--- config.mk ---
export PLATFORM = sky130hd
export DESIGN_NAME = proc_instr_sequencer
export DESIGN_NICKNAME = d
export VERILOG_FILES = /design/src/rtl/proc_seq_pkg.sv /design/src/rtl/proc_prog_ram.sv /design/src/rtl/proc_instr_sequencer.sv
export SDC_FILE = /design/constraint.sdc
export NUM_CORES = 1
export LEC_CHECK = 0
export ABC_AREA = 1
export BUFFER_PORTS_ARGS = -buffer_cell sky130_fd_sc_hd__buf_2
export CAP_MARGIN = 30
export CORE_MARGIN = 5
export CORE_UTILIZATION = 24
export DETAILED_ROUTE_END_ITERATION = 10
export PLACE_DENSITY = 0.36
export SYNTH_ARGS = -nofsm -noshare
export SYNTH_HDL_FRONTEND = slang
export SYNTH_SLANG_ARGS = --single-unit
--- constraint.sdc ---
create_clock -name Clock -period 5.43 [get_ports Clock]
set_clock_uncertainty 0.05 [all_clocks]
set_input_delay 1.086 -clock Clock [delete_from_list [all_inputs] [get_ports Clock]]
set_output_delay 1.086 -clock Clock [all_outputs]
set_load 0.01 [all_outputs]
--- src/rtl/proc_seq_pkg.sv ---
// Shared definitions for the processor instruction sequencer.
//   DATA_W        : instruction/data word width (format IIIXXXYYY)
//   OP_MVI        : opcode of the two-word move-immediate instruction
//   state_t       : sequencer FSM states
//   ERR_*         : err_code encodings
//   opcode()      : extracts the opcode field from an instruction word
package proc_seq_pkg;

  localparam int DATA_W = 9;
  localparam int OP_HI  = DATA_W - 1;
  localparam int OP_LO  = DATA_W - 3;

  localparam logic [2:0] OP_MVI = 3'b001;

  typedef enum logic [2:0] {
    S_IDLE,
    S_ISSUE,
    S_WAIT,
    S_FINISH,
    S_ERROR
  } state_t;

  localparam logic [1:0] ERR_NONE    = 2'b00;
  localparam logic [1:0] ERR_TIMEOUT = 2'b01;
  localparam logic [1:0] ERR_MVI     = 2'b10;

  function automatic logic [2:0] opcode(input logic [DATA_W-1:0] word);
    return word[OP_HI:OP_LO];
  endfunction

endpackage

--- src/rtl/proc_prog_ram.sv ---
// Program store: DEPTH x DATA_W register array, synchronous write,
// two asynchronous read ports (instruction word and the word after it).
//   clk              : write clock
//   we/waddr/wdata   : write port
//   raddr_a/rdata_a  : read port for the instruction about to be issued
//   raddr_b/rdata_b  : read port for the following word (mvi immediate)
module proc_prog_ram #(
  parameter int ADDR_W = 5,
  parameter int DATA_W = 9
) (
  input  logic              clk,
  input  logic              we,
  input  logic [ADDR_W-1:0] waddr,
  input  logic [DATA_W-1:0] wdata,
  input  logic [ADDR_W-1:0] raddr_a,
  input  logic [ADDR_W-1:0] raddr_b,
  output logic [DATA_W-1:0] rdata_a,
  output logic [DATA_W-1:0] rdata_b
);

  logic [DATA_W-1:0] mem [1 << ADDR_W];

  // NOTE: storage arrays are deliberately left out of reset; clearing every
  // word would force a flop-per-bit reset network and the host reloads
  // the program before use anyway.
  always_ff @(posedge clk) begin
    if (we) mem[waddr] <= wdata;
  end

  assign rdata_a = mem[raddr_a];
  assign rdata_b = mem[raddr_b];

endmodule

--- src/rtl/proc_instr_sequencer.sv ---
// Initiator side of the processor Run/Done/DIN interface. Issues the words of
// a host-loaded program one instruction at a time and waits for Done.
//   Clock, Resetn        : clock, synchronous active-low reset
//   start, abort         : begin a run at pc=0 / return to IDLE at once
//   prog_we/addr/wdata   : program-store write port (only while not busy)
//   prog_len             : program length in words, sampled on start
//   Done                 : processor instruction-complete
//   DIN, Run             : instruction/immediate and issue pulse to processor
//   busy                 : high in ISSUE/WAIT
//   pc                   : address of the instruction in flight
//   instr_count          : instructions completed this run (saturating)
//   seq_done             : one-cycle pulse on entry to FINISH
//   error, err_code      : ERROR state flag and cause
module proc_instr_sequencer #(
  parameter int ADDR_W    = 5,
  parameter int DATA_W    = 9,
  parameter int TIMEOUT_W = 4
) (
  input  logic              Clock,
  input  logic              Resetn,
  input  logic              start,
  input  logic              abort,
  input  logic              prog_we,
  input  logic [ADDR_W-1:0] prog_addr,
  input  logic [DATA_W-1:0] prog_wdata,
  input  logic [ADDR_W:0]   prog_len,
  input  logic              Done,
  output logic [DATA_W-1:0] DIN,
  output logic              Run,
  output logic              busy,
  output logic [ADDR_W:0]   pc,
  output logic [7:0]        instr_count,
  output logic              seq_done,
  output logic              error,
  output logic [1:0]        err_code
);

  import proc_seq_pkg::*;

  localparam int                DEPTH    = 1 << ADDR_W;
  localparam logic [ADDR_W:0]   DEPTH_L  = (ADDR_W + 1)'(DEPTH);
  // Last WAIT cycle count before giving up: 2**TIMEOUT_W-1 WAIT cycles total.
  localparam logic [TIMEOUT_W-1:0] TMO_LAST = TIMEOUT_W'((1 << TIMEOUT_W) - 2);

  state_t                state;
  logic [ADDR_W:0]       len_r;
  logic [TIMEOUT_W-1:0]  tmo;
  logic                  cur_mvi;

  logic                  idle_ok;
  logic                  wr_en;
  logic                  launch;
  logic                  retire;
  logic [ADDR_W:0]       step;
  logic [ADDR_W:0]       pc_nxt;
  logic [ADDR_W:0]       pc_nxt_inc;
  logic [ADDR_W:0]       len_nxt;
  logic [ADDR_W-1:0]     raddr_a;
  logic [ADDR_W-1:0]     raddr_b;
  logic [DATA_W-1:0]     rd_a;
  logic [DATA_W-1:0]     rd_b;
  logic [DATA_W-1:0]     instr_word;
  logic                  instr_mvi;
  logic                  mvi_short;

  assign idle_ok = (state inside {S_IDLE, S_FINISH, S_ERROR});
  assign wr_en   = prog_we && idle_ok;
  assign launch  = idle_ok && start && !abort;
  assign retire  = (state == S_WAIT) && Done;
  assign step    = cur_mvi ? (ADDR_W + 1)'(2) : (ADDR_W + 1)'(1);

  // The program store is addressed by the pc that will be current after this
  // edge, so the word entering ISSUE is already available to be registered
  // onto DIN in the same edge that raises Run.
  // NOTE: every always_comb output gets a default first so no path leaves a
  // variable unassigned, which would otherwise infer a latch.
  always_comb begin
    pc_nxt  = pc;
    len_nxt = len_r;
    if (launch) begin
      pc_nxt  = '0;
      len_nxt = (prog_len > DEPTH_L) ? DEPTH_L : prog_len;
    end else if (retire) begin
      pc_nxt = pc + step;
    end
  end

  assign raddr_a    = pc_nxt[ADDR_W-1:0];
  assign raddr_b    = pc_nxt[ADDR_W-1:0] + ADDR_W'(1);
  assign pc_nxt_inc = pc_nxt + (ADDR_W + 1)'(1);

  // A write in the same cycle as start must be seen by the first issue.
  assign instr_word = (wr_en && (prog_addr == raddr_a)) ? prog_wdata : rd_a;
  assign instr_mvi  = (opcode(instr_word) == OP_MVI);
  // mvi whose immediate would lie beyond the program end.
  assign mvi_short  = instr_mvi && (pc_nxt_inc >= len_nxt);

  proc_prog_ram #(
    .ADDR_W (ADDR_W),
    .DATA_W (DATA_W)
  ) u_ram (
    .clk     (Clock),
    .we      (wr_en),
    .waddr   (prog_addr),
    .wdata   (prog_wdata),
    .raddr_a (raddr_a),
    .raddr_b (raddr_b),
    .rdata_a (rd_a),
    .rdata_b (rd_b)
  );

  // NOTE: sequential state uses non-blocking assignments only, so every
  // register samples the pre-edge values regardless of statement order.
  always_ff @(posedge Clock) begin
    if (!Resetn) begin
      state       <= S_IDLE;
      DIN         <= '0;
      Run         <= 1'b0;
      busy        <= 1'b0;
      pc          <= '0;
      instr_count <= '0;
      seq_done    <= 1'b0;
      error       <= 1'b0;
      err_code    <= ERR_NONE;
      len_r       <= '0;
      tmo         <= '0;
      cur_mvi     <= 1'b0;
    end else begin
      Run      <= 1'b0;
      seq_done <= 1'b0;
      if (abort) begin
        // pc and instr_count are kept for post-mortem inspection.
        state    <= S_IDLE;
        DIN      <= '0;
        busy     <= 1'b0;
        error    <= 1'b0;
        err_code <= ERR_NONE;
      end else begin
        case (state)
          S_IDLE, S_FINISH, S_ERROR: begin
            if (start) begin
              len_r       <= len_nxt;
              pc          <= '0;
              instr_count <= '0;
              error       <= 1'b0;
              err_code    <= ERR_NONE;
              if (len_nxt == '0) begin
                state    <= S_FINISH;
                seq_done <= 1'b1;
                busy     <= 1'b0;
                DIN      <= '0;
              end else begin
                state <= S_ISSUE;
                busy  <= 1'b1;
                DIN   <= instr_word;
                Run   <= !mvi_short;
              end
            end
          end

          S_ISSUE: begin
            if (mvi_short) begin
              state    <= S_ERROR;
              error    <= 1'b1;
              err_code <= ERR_MVI;
              busy     <= 1'b0;
              DIN      <= '0;
            end else begin
              state   <= S_WAIT;
              cur_mvi <= instr_mvi;
              DIN     <= instr_mvi ? rd_b : '0;
              tmo     <= '0;
            end
          end

          S_WAIT: begin
            if (Done) begin
              pc          <= pc_nxt;
              instr_count <= (instr_count == 8'hFF) ? instr_count : instr_count + 8'd1;
              if (pc_nxt >= len_r) begin
                state    <= S_FINISH;
                seq_done <= 1'b1;
                busy     <= 1'b0;
                DIN      <= '0;
              end else begin
                state <= S_ISSUE;
                DIN   <= instr_word;
                Run   <= !mvi_short;
              end
            end else if (tmo == TMO_LAST) begin
              state    <= S_ERROR;
              error    <= 1'b1;
              err_code <= ERR_TIMEOUT;
              busy     <= 1'b0;
              DIN      <= '0;
            end else begin
              tmo <= tmo + TIMEOUT_W'(1);
            end
          end

          default: state <= S_IDLE;
        endcase
      end
    end
  end

endmodule
Word level (Yosys, flattened, before mapping). Memories as Yosys holds them, arrays and structs flattened. Cells that the tools add are included. W data, S select, Z words.

Input bits: 26. Flip-flop bits (word level): 43. Memories: 1. Memory bits (writable): 288.

Reduce and logical (&&, ||, !) cells: 25. Multiplexer cells: 61. $add $sub $neg: 5. Bitwise logic cells: 3. Equality and inequality tests: 18. Order comparisons: 3.

Memory list: u_ram.mem (depth 32, bits a word 9, read ports 2, clocked after Yosys merged registers in 0, write ports 1, RTL line proc_prog_ram.sv:21) `logic [DATA_W-1:0] mem [1 << ADDR_W];`.

Operators by type and width (count): $mux W9 (8); $mux W6 (6); $pmux W9 S3 (1); $mux W8 (3); $mux W1 (20); $reduce_and A5 Y1 (4); $pmux W8 S2 (1); $mux W2 (7); $ne A2 B2 Y1 const B (7); $ge A6 B6 Y1 (2); $mux W3 (4); $mux W4 (3); $pmux W6 S2 (1); $pmux W3 S3 (1); $reduce_and A3 Y1 (3); $add A8 B1 Y8 const B (1); $eq A8 B8 Y1 const B (1); $pmux W4 S2 (1); $add A6 B1 Y6 const B (1); $add A6 B2 Y6 (1); $eq A3 B1 Y1 const B (2); $eq A3 B2 Y1 const B (2); $gt A6 B6 Y1 const B (1); $logic_and A1 B1 Y1 (6); other kinds (20) (28).

Longest topological paths before layout. Gate-level depths: netlist of the first run.

Depth after elaboration: 14. Mapped depth: 25.

By module. Synthesis of the first run repeated with hierarchy kept, for this count alone.

Cells, all modules: 2164. Area total of the unflattened synthesis: 17810.8 um2.

By module, submodules not included: proc_prog_ram (cells each 1703, times used 1, seq. area each 8648.3 um2, area each 14749.1 um2); proc_instr_sequencer (cells each 461, times used 1, seq. area each 860.8 um2, area each 3061.7 um2).

Worst setup path after synthesis of the first run. OpenSTA, ideal clock, no wires.

Path type: input -> register. Start point: input Done. End point: register tmo[0]. Cell stages on the path: 21. Required time: 5.268 ns. Slack: 1.074 ns. Arrival: 4.194 ns. Buffers on the path: 2. Path through: nand4_2 nand2_1 nand3_4 inv_2 clkbuf_1 clkbuf_1 ha_1 nand3_1 xor2_2 inv_2 ha_1 nand2_1 o21a_1 o31a_1 nand2_1 nand3_2 nand2_4 inv_2 nand2_1 nand2_1 nor2_1.

Word-level cells in the longest chain between the ends: 10. Elaborated cells on any way between the ends: 14. Those cells by class: add/sub: 1; order compare: 1; eq/ne: 4; mux: 3; reduce/logical: 4; memory: 1.

Ends and longest elaborated chain: from (decl) (RTL line proc_instr_sequencer.sv:27) `input logic Done,`; branches (longest 9 deep; another with $add A6 B1 Y6); $reduce_and A5 Y1 (no line) (*); to (signal assigned) (RTL line proc_instr_sequencer.sv:197) `tmo <= tmo + TIMEOUT_W'(1);`; to (decl) (RTL line proc_instr_sequencer.sv:47) `logic [TIMEOUT_W-1:0] tmo;`.

Mark *: on every way between the ends. A chain may end at the register's enable or synchronous reset.

Worst setup path in the final report of the first run.
Start point: register state[1]. End point: register DIN[4].

Word-level cells in the longest chain between the ends: 12. Elaborated cells on any way between the ends: 36. Those cells by class: add/sub: 2; order compare: 2; eq/ne: 8; mux: 11; reduce/logical: 12; memory: 1.

Ends and longest elaborated chain: from (decl) (RTL line proc_instr_sequencer.sv:45) `state_t state;`; from (signal assigned) (RTL line proc_instr_sequencer.sv:116) `state <= S_IDLE;`; from (signal assigned) (RTL line proc_instr_sequencer.sv:133) `state <= S_IDLE;`; from (signal assigned) (RTL line proc_instr_sequencer.sv:148) `state <= S_FINISH;`; branches (longest 12 deep; another with $mem_v2 Z32 W9); to (signal assigned) (RTL line proc_instr_sequencer.sv:155) `DIN <= instr_word;`; to (signal assigned) (RTL line proc_instr_sequencer.sv:171) `DIN <= instr_mvi ? rd_b : '0;`; to (signal assigned) (RTL line proc_instr_sequencer.sv:187) `DIN <= instr_word;`; to (decl) (RTL line proc_instr_sequencer.sv:28) `output logic [DATA_W-1:0] DIN,`.

Several ways; the timed one is not identified. The select of a mux whose other input is x is not followed.

==> results of run 1 <==
area by class of cell:
class                   count  area [um2]  area share (%)
flip-flops and latches    331        9510            46.7
multi-input cells        1438        6870            33.7
well taps                 959        1200            5.89
clock buffers              55        1150            5.65
repair buffers            121         890            4.37
inverters                 136         519            2.55
clock inverters            24         233            1.14
diodes                      1        2.50          0.0123
path summary, 6_finish.rpt:
kind | end | slack [ns] | cells past startpoint
setup / recovery | DIN[4] | 1.14 | 16
hold / removal | err_code[0] | 0.42 | 2
setup reg to reg | DIN[4] | 1.14 | 16
hold reg to reg | err_code[0] | 0.42 | 2
kinds of logic after synthesis:
logic type / Yosys count / synth area share (%)
AND/OR/NAND/NOR: 1182 / 29.5
buffers and inverters: 260 / 6.28
flip-flops: 331 / 54.4
AO/OA/AOI/OAI: 228 / 7.79
adder cells (fa/ha/maj): 19 / 1.40
XOR/XNOR: 9 / 0.537
flip-flops by register name, indices dropped and copies added, names as in the netlist:
register     flops
seq_done         1
err_code         2
state            3
busy             1
u_ram.mem      288
error            1
len_r            6
tmo              4
instr_count      8
cur_mvi          1
pc               6
Run              1
DIN              9
metal layers:
layer / part of all wire (%) / GRT usage [%] / wire [um] / vias up
met5: 0.020 / 0 / 13 / -
met4: 2.7 / 4.84 / 1780 / 2
met3: 5.5 / 2.48 / 3630 / 100
met2: 48 / 28.2 / 31700 / 448
met1: 44 / 21.3 / 28700 / 7267
li1: - / - / - / 7080
synth_stat cells, types with 2 or more instances:
cell,count
nor3_1,9
ha_1,18
inv_1,119
nand3_1,430
nand2_1,597
a21oi_1,61
o21ai_0,75
a31oi_1,14
nand4_2,2
a311oi_1,5
nand3_2,2
clkbuf_1,43
nor4_1,2
dfxtp_1,43
buf_4,6
o21a_1,3
nor2_1,111
edfxtp_1,288
buf_2,53
clkinv_1,2
a32o_1,12
buf_1,18
nand2_4,2
inv_2,14
a211oi_1,4
nand3_4,2
o22ai_1,4
buf_6,4
nand4_1,5
o21ai_1,15
nand3b_1,7
xnor2_1,3
xor2_1,4
o211ai_1,29
or2_2,7
critical path, delay by kind of cell (launching register included):
family | cells | cell delay [ns]
buffers and inverters | 3 | 0.67
AND/OR/NAND/NOR | 8 | 1.42
flip-flops | 1 | 0.48
AO/OA/AOI/OAI | 4 | 1.11
adder cells (fa/ha/maj) | 1 | 0.39
power breakdown:
group / total [mW] / internal, mW / switching [mW]
sequential: 2.81 / 2.79 / 0.0146
combinational: 0.583 / 0.153 / 0.430
clock: 2.81 / 1.65 / 1.16
total: 6.20 / 4.60 / 1.60
stage by stage:
step | std cells | hold WS [ns] | util (%)
global placement | 2965 | 0.413 | 25.9
CTS | 3064 | 0.423 | 28.1
finish | 3065 | 0.419 | 28.1
detailed placement | 2985 | 0.414 | 26.2
global route | 3064 | 0.439 | 28.1
floorplan | 2029 | 0.416 | -
==> metrics.csv, run 1 <==
stage,metric,value,unit
worst_setup_path,Crit Path Max Fanout,23,
clock_tree,"Clk pin slew, worst setup/hold paths",0.06,ns
floorplanning,# rows,99,
worst_setup_path,CP Launch Type,register,
floorplanning,Core Area,72600,um2
power,P per Cell Area,304,nW/um2
floorplanning,die width,280,um
place,DP Worst Slack,0.762,ns
routing,initial DRC count,1177,
global_route,vias in the first global route,14400,
layout,"commonest non-fill, non-tap cell in the layout",nand2_1,
worst_setup_path,CP Cell Sequence,inv_2 > nor3_1 > nand3_1 > nand3_4 > clkinv_2 > ha_4 > inv_2 > nand2_1 > o21ai_0 > o21ai_1 > o21ai_0 > nand2_1 > nand2_1 > nor2_1 > nand2_1 > a21oi_1,
synthesis,synth unique cells,51,
clock_tree,Clock Path Buffers,3,
global_route,GRT Util Overall,16.3,%
floorplanning,I/O pins,55,
worst_setup_path,Most Frequent Cell on Critical Path,nand2_1,
routing,DR vias,14900,
worst_setup_path,critical path arrival,4.70,ns
routing,final wirelength,65.9,mm
synthesis,Synth area leaders,"edfxtp_1 (50%), nand2_1 (13%), nand3_1 (12%)",
synthesis,Yosys top cell by area,edfxtp_1,
global_route,initial antenna violation count,5,
layout,area grow syn2layout,16.7,%
place,GPL Wtd Cong,0.818,
clock_tree,Worst-Skew Late Latency,0.58,ns
worst_setup_path,reg2reg start,state[1],
worst_setup_path,CP Launch Point,state[1],
sta,Max-slew headroom,31.2,%
routing,post-route ant nets,0,
layout,Fillers,7723,
routing,wire length per cell,21.5,um
power,leakage,7.73,nW
synthesis,"Warnings, synthesis",0,
synthesis,ys async rst share,0,%
sta,setup ws final,1.14,ns
clock_tree,clock root cell,clkbuf_16,
global_route,pin count of the biggest net entering global routing,189,
floorplanning,Die Y,280,um
hold_path,worst hold path type,register to register,
power,worst vdd ir,0.000190,V
sta,min cycle time layout,4.29,ns
sta,Max Fclk,233,MHz
layout,layout cells sized above 1,10.7,%
clock_tree,H-tree levels,2,
global_route,first-pass GRT wire length,96.1,mm
synthesis,top-area cell type share of the netlist area,49.5,%
global_route,"Remaining Overflow, GRT",0,
floorplanning,die area,78300,um2
routing,iteration count of the initial detailed-routing pass,6,
sta,endpoints failing setup,0,
worst_setup_path,Crit Path Class,register to register,
synthesis,syn_nets,2074,
synthesis,Main synth FF type,edfxtp_1,
worst_setup_path,kind of end point of the critical path,register,
place,Port Buf Inserts,54,
worst_setup_path,Critical Path RT,5.84,ns
sta,Worst Tran Pin Value,1.01,ns
layout,"commonest cells after routing, fill and taps aside","nand2_1 (596), nand3_1 (430), edfxtp_1 (288)",
clock_tree,TritonCTS Sinks,331,
sta,setup TNS,0,ns
synthesis,Mapped Area,17500,um2
worst_setup_path,"slowest stage delay, CP",0.66,ns
synthesis,"EDFF count, synth",288,
sta,Final Hold Vio Count,0,
synthesis,"Avg Cell Area, Syn",8.61,um2
routing,Vias/cell,4.86,
clock_tree,cts repair resizes,0,
flow_run,max cap viols,0,
synthesis,"flops & latches, synth",331,
power,total power,6.20,mW
routing,Remaining DRCs,0,
clock_tree,setup bufs post-CTS,0,
clock_tree,Inserted Clock Buffers,43,
floorplanning,Initial Utilization,24.1,%
sta,period utilization,79.1,%
synthesis,post-synthesis sequential area ratio,54.4,%
outcome,status,finished clean,
place,DP Area,19000,um2
clock_tree,hold buffers post-CTS,0,
hold_path,HP Start,err_code[0],
layout,Layout Nets,2116,
worst_setup_path,"Max stage delay cell, worst path",o21ai_0,
place,HPWL Detailed,43.2,mm
synthesis,Syn Inst Count,2029,
layout,cell area after layout,20400,um2
sta,unrepaired setup endpoints after global routing,false,
clock_tree,CTS tree,yes,
sta,"Slew Viols, Final",0,
Power figures use the tool's default switching activity.
==> run 2: changes to the inputs <==
ABC_AREA = 0   (was 1)
clock period = 4.01 ns   (was 5.43 ns; I/O delays follow)
==> metrics.csv, run 2 <==
stage,metric,value,unit,change
synthesis,ys async rst share,0,%,unchanged
place,Port Buf Inserts,54,,unchanged
worst_setup_path,Crit Path Class,register to register,,unchanged
routing,wire length per cell,26.1,um,was 21.5 um
power,leakage,7.28,nW,was 7.73 nW
layout,layout cells sized above 1,27.9,%,was 10.7%
synthesis,Main synth FF type,edfxtp_1,,unchanged
synthesis,"flops & latches, synth",331,,unchanged
power,P per Cell Area,387,nW/um2,was 304 nW/um2
hold_path,worst hold path type,register to register,,unchanged
clock_tree,TritonCTS Sinks,331,,unchanged
layout,area grow syn2layout,22.0,%,was 16.7%
synthesis,"Warnings, synthesis",0,,unchanged
floorplanning,Initial Utilization,24.1,%,about the same
clock_tree,hold buffers post-CTS,0,,unchanged
layout,Top Registers,"u_ram.mem: 288 flops, DIN: 9 flops, instr_count: 8 flops",,unchanged
routing,Vias/cell,5.04,,was 4.86
sta,setup ws final,0.168,ns,was 1.14 ns
layout,"commonest non-fill, non-tap cell in the layout",edfxtp_1,,was nand2_1
sta,Max Fclk,260,MHz,was 233 MHz
floorplanning,I/O pins,55,,unchanged
clock_tree,clock root cell,clkbuf_16,,unchanged
synthesis,"EDFF count, synth",288,,unchanged
synthesis,top-area cell type share of the netlist area,50.4,%,was 49.5%
global_route,initial antenna violation count,0,,was 5
sta,Max-slew headroom,36.6,%,was 31.2%
floorplanning,Core Area,71100,um2,"was 72,600 um2"
global_route,"Remaining Overflow, GRT",0,,unchanged
clock_tree,Inserted Clock Buffers,41,,was 43
layout,Layout Nets,1549,,"was 2,116"
worst_setup_path,kind of end point of the critical path,register,,unchanged
global_route,vias in the first global route,12900,,"was 14,400"
sta,"Slew Viols, Final",0,,unchanged
worst_setup_path,CP Buf/Inv Count,5,,was 3
synthesis,synth unique cells,90,,was 51
routing,Remaining DRCs,0,,unchanged
synthesis,Synth area leaders,"edfxtp_1 (50%), mux4_2 (11%), dfxtp_1 (5.0%)",,"was edfxtp_1 (50%), nand2_1 (13%), nand3_1 (12%)"
sta,endpoints failing setup,0,,unchanged
global_route,pin count of the biggest net entering global routing,46,,was 189
sta,Final Hold Vio Count,0,,unchanged
clock_tree,Clock Path Buffers,3,,unchanged
place,GPL Wtd Cong,0.803,,was 0.818
outcome,status,finished clean,,unchanged
layout,"commonest cells after routing, fill and taps aside","edfxtp_1 (288), nand2_1 (201), buf_4 (157)",,"was nand2_1 (596), nand3_1 (430), edfxtp_1 (288)"
worst_setup_path,"slowest stage delay, CP",0.47,ns,was 0.66 ns
worst_setup_path,"Max stage delay cell, worst path",fa_1,,was o21ai_0
flow_run,max cap viols,0,,unchanged
synthesis,"Avg Cell Area, Syn",12.9,um2,was 8.61 um2
routing,iteration count of the initial detailed-routing pass,5,,was 6
floorplanning,die area,76900,um2,"was 78,300 um2"
global_route,GRT Util Overall,16.5,%,was 16.3%
power,worst vdd ir,0.000253,V,was 0.000190 V
clock_tree,H-tree levels,2,,unchanged
layout,Largest Register,u_ram.mem,,unchanged
clock_tree,CTS tree,yes,,unchanged
synthesis,Mapped Area,17100,um2,"was 17,500 um2"
layout,Fillers,7362,,"was 7,723"
floorplanning,Die Y,277,um,was 280 um
layout,Largest register FFs,288,,unchanged
clock_tree,"Clk pin slew, worst setup/hold paths",0.07,ns,was 0.06 ns
global_route,first-pass GRT wire length,94.0,mm,was 96.1 mm
clock_tree,setup bufs post-CTS,0,,unchanged
synthesis,post-synthesis sequential area ratio,55.5,%,was 54.4%
clock_tree,cts repair resizes,0,,unchanged
worst_setup_path,Critical Path RT,4.46,ns,was 5.84 ns
floorplanning,# rows,98,,was 99
place,DP Worst Slack,-0.223,ns,was 0.762 ns
place,HPWL Detailed,45.3,mm,was 43.2 mm
sta,Worst Tran Pin Value,0.949,ns,was 1.01 ns
clock_tree,Worst-Skew Late Latency,0.58,ns,about the same
synthesis,syn_nets,1379,,"was 2,074"
synthesis,"count leader, synth",edfxtp_1,,was nand2_1
synthesis,most instantiated cells after synthesis,"edfxtp_1 (288), nand2_1 (202), mux4_2 (80)",,"was nand2_1 (597), nand3_1 (430), edfxtp_1 (288)"
synthesis,Yosys top cell by area,edfxtp_1,,unchanged
worst_setup_path,Crit path max-delay family,compound AO/OA/AOI/OAI gates,,was simple AND/OR/NAND/NOR gates
floorplanning,die width,277,um,was 280 um
worst_setup_path,critical path arrival,4.29,ns,was 4.70 ns
routing,post-route ant nets,0,,unchanged
routing,initial DRC count,1099,,"was 1,177"
sta,setup TNS,0,ns,unchanged
sta,period utilization,95.8,%,was 79.1%
worst_setup_path,Crit Path Max Fanout,6,,was 23
worst_setup_path,CP Cell Sequence,inv_1 > ha_1 > fa_1 > mux2_4 > nand2_2 > inv_2 > buf_4 > ha_1 > a21o_1 > a21o_1 > a211oi_2 > o211ai_1 > buf_4 > a2111oi_4 > buf_6 > o211a_1 > a211oi_1 > o31ai_1,,was inv_2 > nor3_1 > nand3_1 > nand3_4 > clkinv_2 > ha_4 > inv_2 > nand2_1 > o21ai_0 > o21ai_1 > o21ai_0 > nand2_1 > nand2_1 > nor2_1 > nand2_1 > a21oi_1
sta,min cycle time layout,3.84,ns,was 4.29 ns
worst_setup_path,CP Launch Type,register,,unchanged
synthesis,Syn Inst Count,1334,,"was 2,029"
routing,DR vias,12500,,"was 14,900"
place,placed insts,2411,,"was 2,985"
routing,final wirelength,64.9,mm,was 65.9 mm
layout,Post-Layout Cell Count,2487,,"was 3,065"
[run 2: changes by cell type in the layout (fill, tap and decap cells not counted), moves of 15 or more]
cell      change
inv_1        -96
and3_1       +20
o211ai_1     -22
buf_4       +105
mux2_2       +15
a311oi_1     +15
a21oi_1      -20
nor2_1       -52
mux2i_1      +56
nand3_1     -372
mux4_2       +80
nor2b_1      +18
nand2_1     -395
o21ai_0      -49
[run 2: per-stage QoR]
stage	utilization (%)	cell area, um2	hold WS, ns	total power [mW]
after global routing	29.4	20900	0.424	8.39
after global placement	27.5	19600	0.396	4.46
final	29.4	20900	0.402	8.09
after floorplan	-	17300	0.412	4.17
after detailed placement	27.5	19600	0.397	4.46
after CTS	29.4	20900	0.407	8.22
[run 2: cell type report]
cell class | count | area [um2] | share of cell area [%]
Sequential cell | 331 | 9510 | 45.5
Antenna cell | 2 | 5.00 | 0.0239
Timing Repair Buffer | 221 | 1630 | 7.80
Inverter | 29 | 119 | 0.568
Multi-Input combinational cell | 880 | 7150 | 34.2
Clock inverter | 20 | 221 | 1.06
Tap cell | 950 | 1190 | 5.68
Clock buffer | 54 | 1100 | 5.24
[run 2: kinds of logic (layout without fill, tap and decap cells)]
group | Yosys count | after routing | share of synthesized area, %
compound gates | 260 | 260 | 11.5
xor+xnor | 11 | 11 | 0.606
fa+ha+maj | 19 | 19 | 1.43
buf+inv | 123 | 324 | 3.60
flops | 331 | 331 | 55.5
mux | 159 | 159 | 15.4
other cells | 0 | 2 | 0
simple gates | 431 | 431 | 12.0
[run 2: worst paths after layout]
check	depth (start not counted)	to	slack, ns	startpoint
setup / recovery	18	DIN[2]	0.17	cur_mvi
setup reg to reg	18	DIN[2]	0.17	cur_mvi
hold reg to reg	2	error	0.40	error
hold / removal	2	error	0.40	error
[run 2: power by group]
| part | switching [mW] | internal, mW | total [mW] |
|---|---|---|---|
| registers | 0.0209 | 3.77 | 3.80 |
| clock network | 1.52 | 2.19 | 3.71 |
| logic | 0.363 | 0.227 | 0.590 |
| total | 1.90 | 6.19 | 8.09 |
[run 2: layer usage]
layer | GRT usage [%] | vias up | wire [um]
li1 | - | 5577 | -
met1 | 22.7 | 6499 | 29400
met2 | 27.0 | 359 | 30300
met3 | 2.26 | 109 | 2980
met4 | 5.67 | 0 | 2270
met5 | 0 | - | 0
[run 2: worst register-to-register path: cells and delay by family (launching register included)]
kind            cells  cell delay (ns)
flops               1             0.33
fa+ha+maj           3             0.93
simple gates        1             0.08
mux                 1             0.29
buf+inv             5             0.65
compound gates      8             1.42
